`src/rtl/rbm_pkg.sv`:
```
// Shared definitions for the RBM hidden-unit datapath: FSM encoding and
// default word width / clamp rail.
package rbm_pkg;

  localparam int BITLENGTH_DEF = 16;
  localparam logic [BITLENGTH_DEF-1:0] INF = 16'h7FFF;

  typedef enum logic [1:0] {
    IDLE  = 2'd0,
    ACCUM = 2'd1,
    DONE  = 2'd2
  } state_t;

endpackage

```
`src/rtl/sat_add_stage.sv`:
```
// Combinational saturating signed add. Rails are symmetric (+INF / -INF) so
// the most negative code is never produced by a clamp.
module sat_add_stage #(
  parameter int W = rbm_pkg::BITLENGTH_DEF
) (
  input  logic [W-1:0] x,
  input  logic [W-1:0] y,
  output logic [W-1:0] z,
  output logic         clamp
);

  localparam logic [W-1:0] POS_RAIL = {1'b0, {(W-1){1'b1}}};
  localparam logic [W-1:0] NEG_RAIL = {1'b1, {(W-2){1'b0}}, 1'b1};

  logic [W-1:0] t;
  logic         pos_ovf, neg_ovf;

  assign t       = x + y;
  assign pos_ovf = ~x[W-1] & ~y[W-1] &  t[W-1];
  assign neg_ovf =  x[W-1] &  y[W-1] & ~t[W-1];
  assign clamp   = pos_ovf | neg_ovf;

  always_comb begin
    z = t;
    if (pos_ovf)      z = POS_RAIL;
    else if (neg_ovf) z = NEG_RAIL;
  end

endmodule

```
`src/rtl/rbm_dot_accum.sv`:
```
// Streams N_VIS weight/visible-bit terms into a saturating accumulator seeded
// with the bias, then presents the sum until the activation stage takes it.
module rbm_dot_accum
  import rbm_pkg::*;
#(
  parameter int BITLENGTH = BITLENGTH_DEF,
  parameter int N_VIS     = 8
) (
  input  logic                 clk,
  input  logic                 rst_n,
  input  logic                 start,
  input  logic [BITLENGTH-1:0] bias,
  input  logic                 in_valid,
  output logic                 in_ready,
  input  logic [BITLENGTH-1:0] w,
  input  logic                 v,
  output logic                 out_valid,
  input  logic                 out_ready,
  output logic [BITLENGTH-1:0] sum,
  output logic                 sat_flag,
  output logic                 busy
);

  localparam int CW = $clog2(N_VIS);

  state_t               state, state_nxt;
  logic [CW-1:0]        cnt;
  logic [BITLENGTH-1:0] acc, add_z;
  logic                 add_clamp;
  logic                 beat, last_beat;

  sat_add_stage #(.W(BITLENGTH)) u_sat_add (
    .x     (acc),
    .y     (w),
    .z     (add_z),
    .clamp (add_clamp)
  );

  assign beat      = (state == ACCUM) & in_valid;
  assign last_beat = beat & (cnt == CW'(N_VIS-1));

  assign in_ready  = (state == ACCUM);
  assign out_valid = (state == DONE);
  assign busy      = (state != IDLE);
  assign sum       = acc;

  always_comb begin
    state_nxt = state;
    case (state)
      IDLE:    if (start)     state_nxt = ACCUM;
      ACCUM:   if (last_beat) state_nxt = DONE;
      DONE:    if (out_ready) state_nxt = IDLE;
      default:                state_nxt = IDLE;
    endcase
  end

  always_ff @(posedge clk or negedge rst_n) begin
    if (!rst_n) state <= IDLE;
    else        state <= state_nxt;
  end

  // acc/sat_flag are only reloaded by a start in IDLE, so they hold past DONE.
  always_ff @(posedge clk or negedge rst_n) begin
    if (!rst_n) begin
      acc      <= '0;
      cnt      <= '0;
      sat_flag <= 1'b0;
    end else if (state == IDLE && start) begin
      acc      <= bias;
      cnt      <= '0;
      sat_flag <= 1'b0;
    end else if (beat) begin
      if (v) begin
        acc      <= add_z;
        sat_flag <= sat_flag | add_clamp;
      end
      cnt <= last_beat ? '0 : cnt + 1'b1;
    end
  end

endmodule

```
`config.mk`:
```
export PLATFORM = sky130hd
export DESIGN_NAME = rbm_dot_accum
export DESIGN_NICKNAME = d
export VERILOG_FILES = /design/src/rtl/rbm_pkg.sv /design/src/rtl/sat_add_stage.sv /design/src/rtl/rbm_dot_accum.sv
export SDC_FILE = /design/constraint.sdc
export NUM_CORES = 1
export LEC_CHECK = 0
export CORE_MARGIN = 2
export CORE_UTILIZATION = 45
export CTS_CLUSTER_DIAMETER = 30
export CTS_CLUSTER_SIZE = 16
export DETAILED_ROUTE_END_ITERATION = 10
export PLACE_DENSITY_LB_ADDON = 0.25
export SETUP_SLACK_MARGIN = 0.15
export SYNTH_ARGS = -nofsm -noshare
export SYNTH_HDL_FRONTEND = slang
export SYNTH_SLANG_ARGS = --single-unit
```
`constraint.sdc`:
```
create_clock -name clk -period 7.5 [get_ports clk]
set_clock_uncertainty 0.15 [all_clocks]
set_input_delay 1.875 -clock clk [delete_from_list [all_inputs] [get_ports clk]]
set_output_delay 1.875 -clock clk [all_outputs]
set_load 0.01 [all_outputs]
```
==> results of run 1 <==
-- power by group through the flow --
stage / Clock [uW] / Sequential [uW] / Combinational [uW]
after floorplan: 0 / 227 / 437
after global placement: 0 / 213 / 633
after detailed placement: 0 / 214 / 639
after CTS: 115 / 212 / 644
after global routing: 120 / 220 / 714
final: 114 / 211 / 641
-- kinds of logic (layout without fill, tap and decap cells) --
family          Yosys count  after routing  synth area share, %
simple gates             76             76                 21.1
fa+ha+maj                20             20                 13.7
xor+xnor                 12             12                 5.59
flops                    22             22                 29.3
compound gates           75             75                 24.9
buf+inv                  22             70                 5.39
-- Yosys cell counts, types with 2 or more instances --
library cell / count / area [sq um]
or3_1: 13 / 81.3
o31ai_1: 3 / 22.5
nor3_1: 4 / 20.0
a211oi_1: 2 / 15.0
ha_1: 19 / 238
a21oi_1: 24 / 120
xnor2_1: 8 / 70.1
o21a_1: 2 / 15.0
o21ai_0: 18 / 90.1
nor2_1: 11 / 41.3
nor2b_1: 4 / 25.0
buf_4: 2 / 15.0
nand2b_1: 2 / 12.5
nand2_1: 23 / 86.3
nor3b_1: 2 / 15.0
a31oi_1: 3 / 18.8
nand4_1: 3 / 18.8
xor2_1: 4 / 35.0
inv_1: 9 / 33.8
o22ai_1: 2 / 12.5
clkbuf_1: 7 / 26.3
a21o_1: 5 / 37.5
buf_2: 2 / 10.0
nand3_1: 6 / 30.0
dfrtp_1: 22 / 551
o211ai_1: 3 / 22.5
-- flip-flops by register name (all words and copies together) (netlist names) --
register,count
sum,16
sat_flag,1
state,2
cnt,3
-- through the flow --
stage	setup WS [ns]	cells	hold slack (ns)
floorplan	3.51	227	0.337
global placement	2.46	321	0.311
detailed placement	2.37	321	0.329
CTS	2.65	325	0.350
global route	2.42	325	0.363
finish	2.66	325	0.341
-- metal layers --
layer | track usage [%] | up-vias
met5 | 0 | -
li1 | - | 920
met1 | 28.1 | 808
met3 | 2.76 | 2
met4 | 3.00 | 0
met2 | 33.9 | 52
-- final timing paths --
path                            end  slack (ns)  depth (start not counted)
max                         sum[15]        2.66                          9
min                        sat_flag        0.34                          1
max reg2reg                 sum[15]        4.27                          8
min reg2reg                sat_flag        0.34                          1
max in group asynchronous   sum[10]        4.60                          1
min in group asynchronous  state[1]        2.00                          1
-- layout make-up --
| type | count | area, sq um | share of cell area, % |
|---|---|---|---|
| Multi-Input combinational cell | 183 | 1230 | 48.8 |
| Timing Repair Buffer | 57 | 571 | 22.7 |
| Sequential cell | 22 | 551 | 21.9 |
| Tap cell | 50 | 62.6 | 2.48 |
| Clock buffer | 3 | 41.3 | 1.64 |
| Inverter | 9 | 33.8 | 1.34 |
| Clock inverter | 1 | 30.0 | 1.19 |
==> summary.txt, run 1 <==
Final setup viols -> 0
Leading register cell type out of synthesis -> dfrtp_1
Clock Pin Slew Worst Setup and Hold Paths -> 0.09 ns
Fmax -> 207 MHz
CP Data Required Time -> 7.51 ns
Switching Fraction -> 41.3%
Combinational power share -> 66.4%
Placed cell area -> 0.00245 sq mm
Total Die Area -> 0.00471 sq mm
Most common cell after layout, fill and taps aside -> clkdlybuf4s50_1
Cells along the critical path -> clkdlybuf4s50_1 -> ha_1 -> a21o_2 -> o21ba_1 -> o221a_2 -> and3b_4 -> o21ai_1 -> o31ai_1 -> a221o_1
Total core area -> 0.00400 sq mm
Synth Instances -> 227
Fraction of power consumed by sequential logic -> 21.8%
Number of DRC markers in iteration 0 -> 95
Metal3 WL -> 265 um
Post-CTS setup buffers -> 0
Initial core utilization -> 47.0%
Tot GR Track Use -> 20.2%
Fin nets -> 334
Vias per inst -> 5.48
Yosys warning total -> 0
H-tree depth -> 1
Post-synth EDFFs -> 0
Register area share after synthesis -> 29.3%
Syn avg cell area -> 8.29 sq um
Max Used Layer -> met4
Yosys reg bits -> 22
Peak VDD IR -> 195 uV
Pin count of the biggest net entering global routing -> 23
Post-synth net total -> 285
Max_cap viols -> 0
DRC viols -> 0
Static leakage -> 0.00108 uW
Post-DP HPWL -> 3.45 mm
RSZ-0062 raised after global routing -> false
CTS Hold Bufs -> 0
Max-slew violation count -> 0
Slew HR -> 23.5%
Share of post-route cells with drive strength above 1 -> 4.73%
Worst-path fanout max -> 17
CP arrival -> 4.85 ns
Hold path startpoint -> sat_flag
Clock power share -> 11.8%
First drt pass iteration count -> 4
Power per cell area -> 383 mW/mm^2
Int Power -> 567 uW
Total CTS buffers -> 3
Grt total ovfl -> 0
Async SR Flop Fraction -> 100%
CP endpoint kind -> flop
CTS tree -> done
Most frequent cells in the layout -> clkdlybuf4s50_1 (57), a21oi_1 (24), nand2_1 (23)
Crit-path slowest cell -> o21ai_1
Hold WC Path Type -> reg -> reg
Fin crit period -> 4.84 ns
Final core occ -> 63.0%
Crit share post-route -> 64.6%
Clock latency on the worst-skew pair -> 0.26 ns
Run status -> complete, no violations
# IOs -> 58
P_sw -> 398 uW
Die H -> 68.7 um
Antenna Nets Post-Route -> 0
Clk sinks -> 22
GP Congestion -> 0.892
Total wire length -> 4.51 mm
RR Startpoint -> sum[10]
Measured slew at the worst slew-check pin -> 1.14 ns
Vias in the first global route -> 1602
Met1 Wirelength -> 2.11 mm
Fin. Hold Viols -> 0
Design Area, Final -> 0.00252 sq mm
Synthesized cell area -> 0.00188 sq mm
CTS resizes -> 0
Via count -> 1782
Yosys cell types -> 50
Top delay family on crit path -> compound AO/OA/AOI/OAI gates
Synth-to-Final Area Change -> 33.8%
Worst path max stage delay -> 0.87 ns
Startpoint Class -> input port
CTS root buf -> clkbuf_8
Chip Width -> 68.7 um
DR WL met2 -> 2.12 mm
First-pass GRT wire length -> 7.27 mm
WL per Instance -> 13.9 um
# rows -> 23
CP bufs+invs -> 1
Port bufs -> 57
Layout fillers -> 363
Post-route setup TNS -> 0 ns
Critical path class -> in -> reg
Initial antenna violation count -> 0
Tot Pwr -> 965 uW
Diodes inserted -> 0
Critical path origin -> w[10]
Clk buf depth -> 2
(Power assumes the default switching activity.)
==> run 2: changes to the inputs <==
--- a/config.mk
+++ b/config.mk
@@ -6,7 +6,7 @@
 export NUM_CORES = 1
 export LEC_CHECK = 0
 export CORE_MARGIN = 2
-export CORE_UTILIZATION = 45
+export CORE_UTILIZATION = 43
 export CTS_CLUSTER_DIAMETER = 30
 export CTS_CLUSTER_SIZE = 16
 export DETAILED_ROUTE_END_ITERATION = 10
==> constraint.sdc (replaced) <==
create_clock -name clk -period 4.2 [get_ports clk]
set_clock_uncertainty 0.15 [all_clocks]
set_input_delay 1.05 -clock clk [delete_from_list [all_inputs] [get_ports clk]]
set_output_delay 1.05 -clock clk [all_outputs]
set_load 0.01 [all_outputs]
==> summary.txt, run 2 (synthesis gave the netlist of run 1 again) <==
Run status -> complete, no violations
Fraction of power consumed by sequential logic -> 21.8%
CP Data Required Time -> 4.20 ns
DRC viols -> 0
Pin count of the biggest net entering global routing -> 23
Crit-path slowest cell -> clkdlybuf4s50_1
# rows -> 24
GP Congestion -> 0.871
Die H -> 70.2 um
Max_cap viols -> 0
Synth-to-Final Area Change -> 34.8%
Clk sinks -> 22
Measured slew at the worst slew-check pin -> 1.02 ns
Total CTS buffers -> 3
Post-DP HPWL -> 3.62 mm
Slew HR -> 32.1%
Most frequent cells in the layout -> clkdlybuf4s50_1 (57), a21oi_1 (24), nand2_1 (23)
Tot Pwr -> 1750 uW
First drt pass iteration count -> 4
Initial antenna violation count -> 0
CP bufs+invs -> 2
Total Die Area -> 0.00492 sq mm
Max-slew violation count -> 0
Fin crit period -> 3.53 ns
CTS Hold Bufs -> 0
Clk buf depth -> 2
RSZ-0062 raised after global routing -> false
Port bufs -> 57
Total wire length -> 4.86 mm
# IOs -> 58
Fmax -> 283 MHz
Via count -> 1840
CTS tree -> done
Startpoint Class -> input port
Vias in the first global route -> 1742
CTS resizes -> 0
Initial core utilization -> 43.8%
Fin nets -> 336
Worst-path fanout max -> 3
CP arrival -> 3.53 ns
Chip Width -> 70.2 um
Final setup viols -> 0
Clock latency on the worst-skew pair -> 0.27 ns
Critical path's most frequent cell -> a21oi_1
Worst path max stage delay -> 0.46 ns
Hold WC Path Type -> reg -> reg
Peak VDD IR -> 292 uV
Crit share post-route -> 84.0%
Cells along the critical path -> clkdlybuf4s50_1 -> ha_1 -> inv_1 -> fa_1 -> nor2b_1 -> o2111ai_1 -> a21oi_1 -> and3b_1 -> o31a_1 -> o31ai_1 -> a21oi_1
Clock power share -> 11.6%
Antenna Nets Post-Route -> 0
Tot GR Track Use -> 20.5%
Number of DRC markers in iteration 0 -> 74
Share of post-route cells with drive strength above 1 -> 5.42%
Grt total ovfl -> 0
Diodes inserted -> 0
Static leakage -> 0.00109 uW
Most common cell after layout, fill and taps aside -> clkdlybuf4s50_1
P_sw -> 734 uW
Switching Fraction -> 41.9%
Vias per inst -> 5.59
Power per cell area -> 691 mW/mm^2
Max reg flops -> 16
CTS root buf -> clkbuf_8
Fin. Hold Viols -> 0
Int Power -> 1020 uW
Post-CTS setup buffers -> 0
Critical path class -> in -> reg
Top delay family on crit path -> compound AO/OA/AOI/OAI gates
Total core area -> 0.00429 sq mm
Combinational power share -> 66.7%
Clock Pin Slew Worst Setup and Hold Paths -> 0.09 ns
WL per Instance -> 14.8 um
Post-route setup TNS -> 0 ns
Dpl ws -> 0.440 ns
Final setup margin -> 0.672 ns
CP endpoint kind -> flop
First-pass GRT wire length -> 8.22 mm
H-tree depth -> 1
run 2: cell count changes in the layout (fill, tap and decap cells not counted):
cell	previous run	this run
buf_4	0	2
run 2: routing by layer:
metal  track usage (%)  up-vias  wire (um)  share of wire [%]
li1                  -      927          -                  -
met1              28.9      853       2350                 48
met2              33.9       56       2220                 46
met3              2.60        4        259                5.3
met4              4.49        0         35               0.72
met5                 0        -          0                  0
run 2: final timing paths:
kind | from | end | slack (ns) | depth (start not counted)
max in group asynchronous | rst_n | sum[8] | 2.11 | 1
min in group asynchronous | rst_n | sum[11] | 1.19 | 1
max reg2reg | sum[0] | sum[14] | 1.54 | 10
min reg2reg | sat_flag | sat_flag | 0.34 | 1
min | sat_flag | sat_flag | 0.34 | 1
max | w[0] | sum[14] | 0.67 | 11
run 2: final cells by class:
class	instances	area, sq um
Clock buffer	3	41.3
Clock inverter	1	30.0
Fill cell	412	1760
Inverter	9	33.8
Multi-Input combinational cell	183	1230
Sequential cell	22	551
Tap cell	52	65.1
Timing Repair Buffer	59	586
run 2: power groups by stage:
stage                     clock network (uW)  registers, uW  logic (uW)
after floorplan                            0            405         780
after global placement                     0            380        1140
after detailed placement                   0            386        1160
after CTS                                206            383        1170
after global routing                     215            396        1310
final                                    202            382        1170
run 2: metrics by stage:
| stage | std cells | cell area [sq um] | hold slack, ns | util, % |
|---|---|---|---|---|
| 2_1_floorplan | 227 | 1880 | 0.337 | - |
| 3_3_place_gp | 325 | 2460 | 0.322 | 57.4 |
| 3_5_place_dp | 325 | 2460 | 0.323 | 57.4 |
| 4_1_cts | 329 | 2540 | 0.344 | 59.1 |
| 5_1_grt | 329 | 2540 | 0.358 | 59.1 |
| 6_report | 329 | 2540 | 0.340 | 59.1 |
==> run 3: changes to the inputs <==
--- a/config.mk
+++ b/config.mk
@@ -6,7 +6,7 @@
 export NUM_CORES = 1
 export LEC_CHECK = 0
 export CORE_MARGIN = 2
-export CORE_UTILIZATION = 43
+export CORE_UTILIZATION = 45
 export CTS_CLUSTER_DIAMETER = 30
 export CTS_CLUSTER_SIZE = 16
 export DETAILED_ROUTE_END_ITERATION = 10
==> constraint.sdc (replaced) <==
create_clock -name clk -period 3.3 [get_ports clk]
set_clock_uncertainty 0.15 [all_clocks]
set_input_delay 0.825 -clock clk [delete_from_list [all_inputs] [get_ports clk]]
set_output_delay 0.825 -clock clk [all_outputs]
set_load 0.01 [all_outputs]
==> summary.txt, run 3 (synthesis gave the netlist of run 1 again) <==
H-tree depth -> 1
Number of DRC markers in iteration 0 -> 119
CP bufs+invs -> 1
WL per Instance -> 15.2 um
Max-slew violation count -> 0
CP arrival -> 3.10 ns
Total CTS buffers -> 3
Placed cell area -> 0.00264 sq mm
Startpoint Class -> input port
Tot GR Track Use -> 23.0%
Design Area, Final -> 0.00283 sq mm
Clock latency on the worst-skew pair -> 0.27 ns
Initial core utilization -> 47.0%
Total Die Area -> 0.00471 sq mm
Grt total ovfl -> 0
Max_cap viols -> 0
Total core area -> 0.00400 sq mm
Diodes inserted -> 0
CTS tree -> done
Cells along the critical path -> clkdlybuf4s50_1 -> ha_1 -> a21oi_2 -> o21ba_1 -> o221a_2 -> and3b_4 -> or3b_4 -> and2_4 -> o22ai_1
# IOs -> 58
# rows -> 23
Share of post-route cells with drive strength above 1 -> 18.1%
CP endpoint kind -> flop
Worst-path fanout max -> 7
GP Congestion -> 0.918
Layout fillers -> 328
Crit-path slowest cell -> or3b_4
First drt pass iteration count -> 4
Pin count of the biggest net entering global routing -> 23
Antenna Nets Post-Route -> 0
Clk sinks -> 22
Hold slack -> 0.338 ns
Measured slew at the worst slew-check pin -> 0.630 ns
Slew HR -> 58.0%
Worst path max stage delay -> 0.42 ns
Static leakage -> 0.00126 uW
RSZ-0062 raised after global routing -> false
Die H -> 68.7 um
Power per cell area -> 898 mW/mm^2
Post-DP HPWL -> 3.87 mm
Run status -> complete, no violations
Most common cell after layout, fill and taps aside -> clkdlybuf4s50_1
Top delay family on crit path -> simple AND/OR/NAND/NOR gates
Clk buf depth -> 2
Fin crit period -> 3.05 ns
Max reg flops -> 16
Final setup viols -> 0
Chip Width -> 68.7 um
Vias per inst -> 5.55
Fmax -> 328 MHz
Fin nets -> 363
CTS root buf -> clkbuf_8
Fin. Hold Viols -> 0
Clock Pin Slew Worst Setup and Hold Paths -> 0.09 ns
First-pass GRT wire length -> 8.22 mm
Total wire length -> 5.39 mm
Multi-input gate area in the final layout -> 0.00132 sq mm
Port bufs -> 57
Hold WC Path Type -> reg -> reg
Crit share post-route -> 92.4%
Vias in the first global route -> 1878
Synth-to-Final Area Change -> 50.4%
CP Data Required Time -> 3.35 ns
Via count -> 1965
Tot Pwr -> 2540 uW
Post-route setup TNS -> 0 ns
Critical path class -> in -> reg
Most frequent cells in the layout -> clkdlybuf4s50_1 (53), buf_4 (28), a21oi_1 (24)
Initial antenna violation count -> 0
DRC viols -> 0
Final core occ -> 70.8%
Register area -> 551 sq um
Peak VDD IR -> 464 uV
[run 3: final cells by class]
| cell class | count | share of cell area, % |
|---|---|---|
| clock inverter | 1 | 1.06 |
| sequential | 22 | 19.5 |
| timing repair buffer | 85 | 27.9 |
| inverter | 9 | 1.19 |
| tap | 50 | 2.21 |
| multi-input combinational | 184 | 46.7 |
| clock buffer | 3 | 1.46 |
[run 3: path summary, 6_finish.rpt]
| path | depth (start not counted) | from | end | slack (ns) |
|---|---|---|---|---|
| worst min-delay path | 1 | sat_flag | sat_flag | 0.34 |
| worst max register to register | 10 | sum[0] | sum[14] | 0.72 |
| max in group asynchronous | 2 | rst_n | sum[6] | 2.03 |
| worst max-delay path | 9 | w[8] | sum[11] | 0.25 |
| min in group asynchronous | 2 | rst_n | state[1] | 0.74 |
| worst min register to register | 1 | sat_flag | sat_flag | 0.34 |
[run 3: per-stage QoR]
| step | setup WS (ns) | instances |
|---|---|---|
| 6_report | 0.252 | 354 |
| 5_1_grt | 0.143 | 354 |
| 3_5_place_dp | -0.155 | 347 |
| 4_1_cts | 0.162 | 352 |
| 2_1_floorplan | 0.359 | 227 |
| 3_3_place_gp | -0.0939 | 347 |
[run 3: power by group]
group	switching, uW	leakage [uW]	internal [uW]	total [uW]
sequential	107	0.000249	390	497
combinational	825	0.000975	950	1780
clock	105	0.0000357	162	268
[run 3: what timing repair did]
action,4_1_cts,5_1_grt
buffers inserted,1,1
pin swaps,0,16
hold buffers,0,0
hold endpoints to repair,0,0
gates cloned,0,1
gates resized for setup,2,17
setup endpoints to repair,1,17
[run 3: routing by layer]
| layer | GRT usage (%) | wire (um) |
|---|---|---|
| met5 | 0 | 0 |
| met4 | 6.00 | 90 |
| met3 | 2.60 | 243 |
| met2 | 40.1 | 2650 |
| met1 | 29.9 | 2400 |
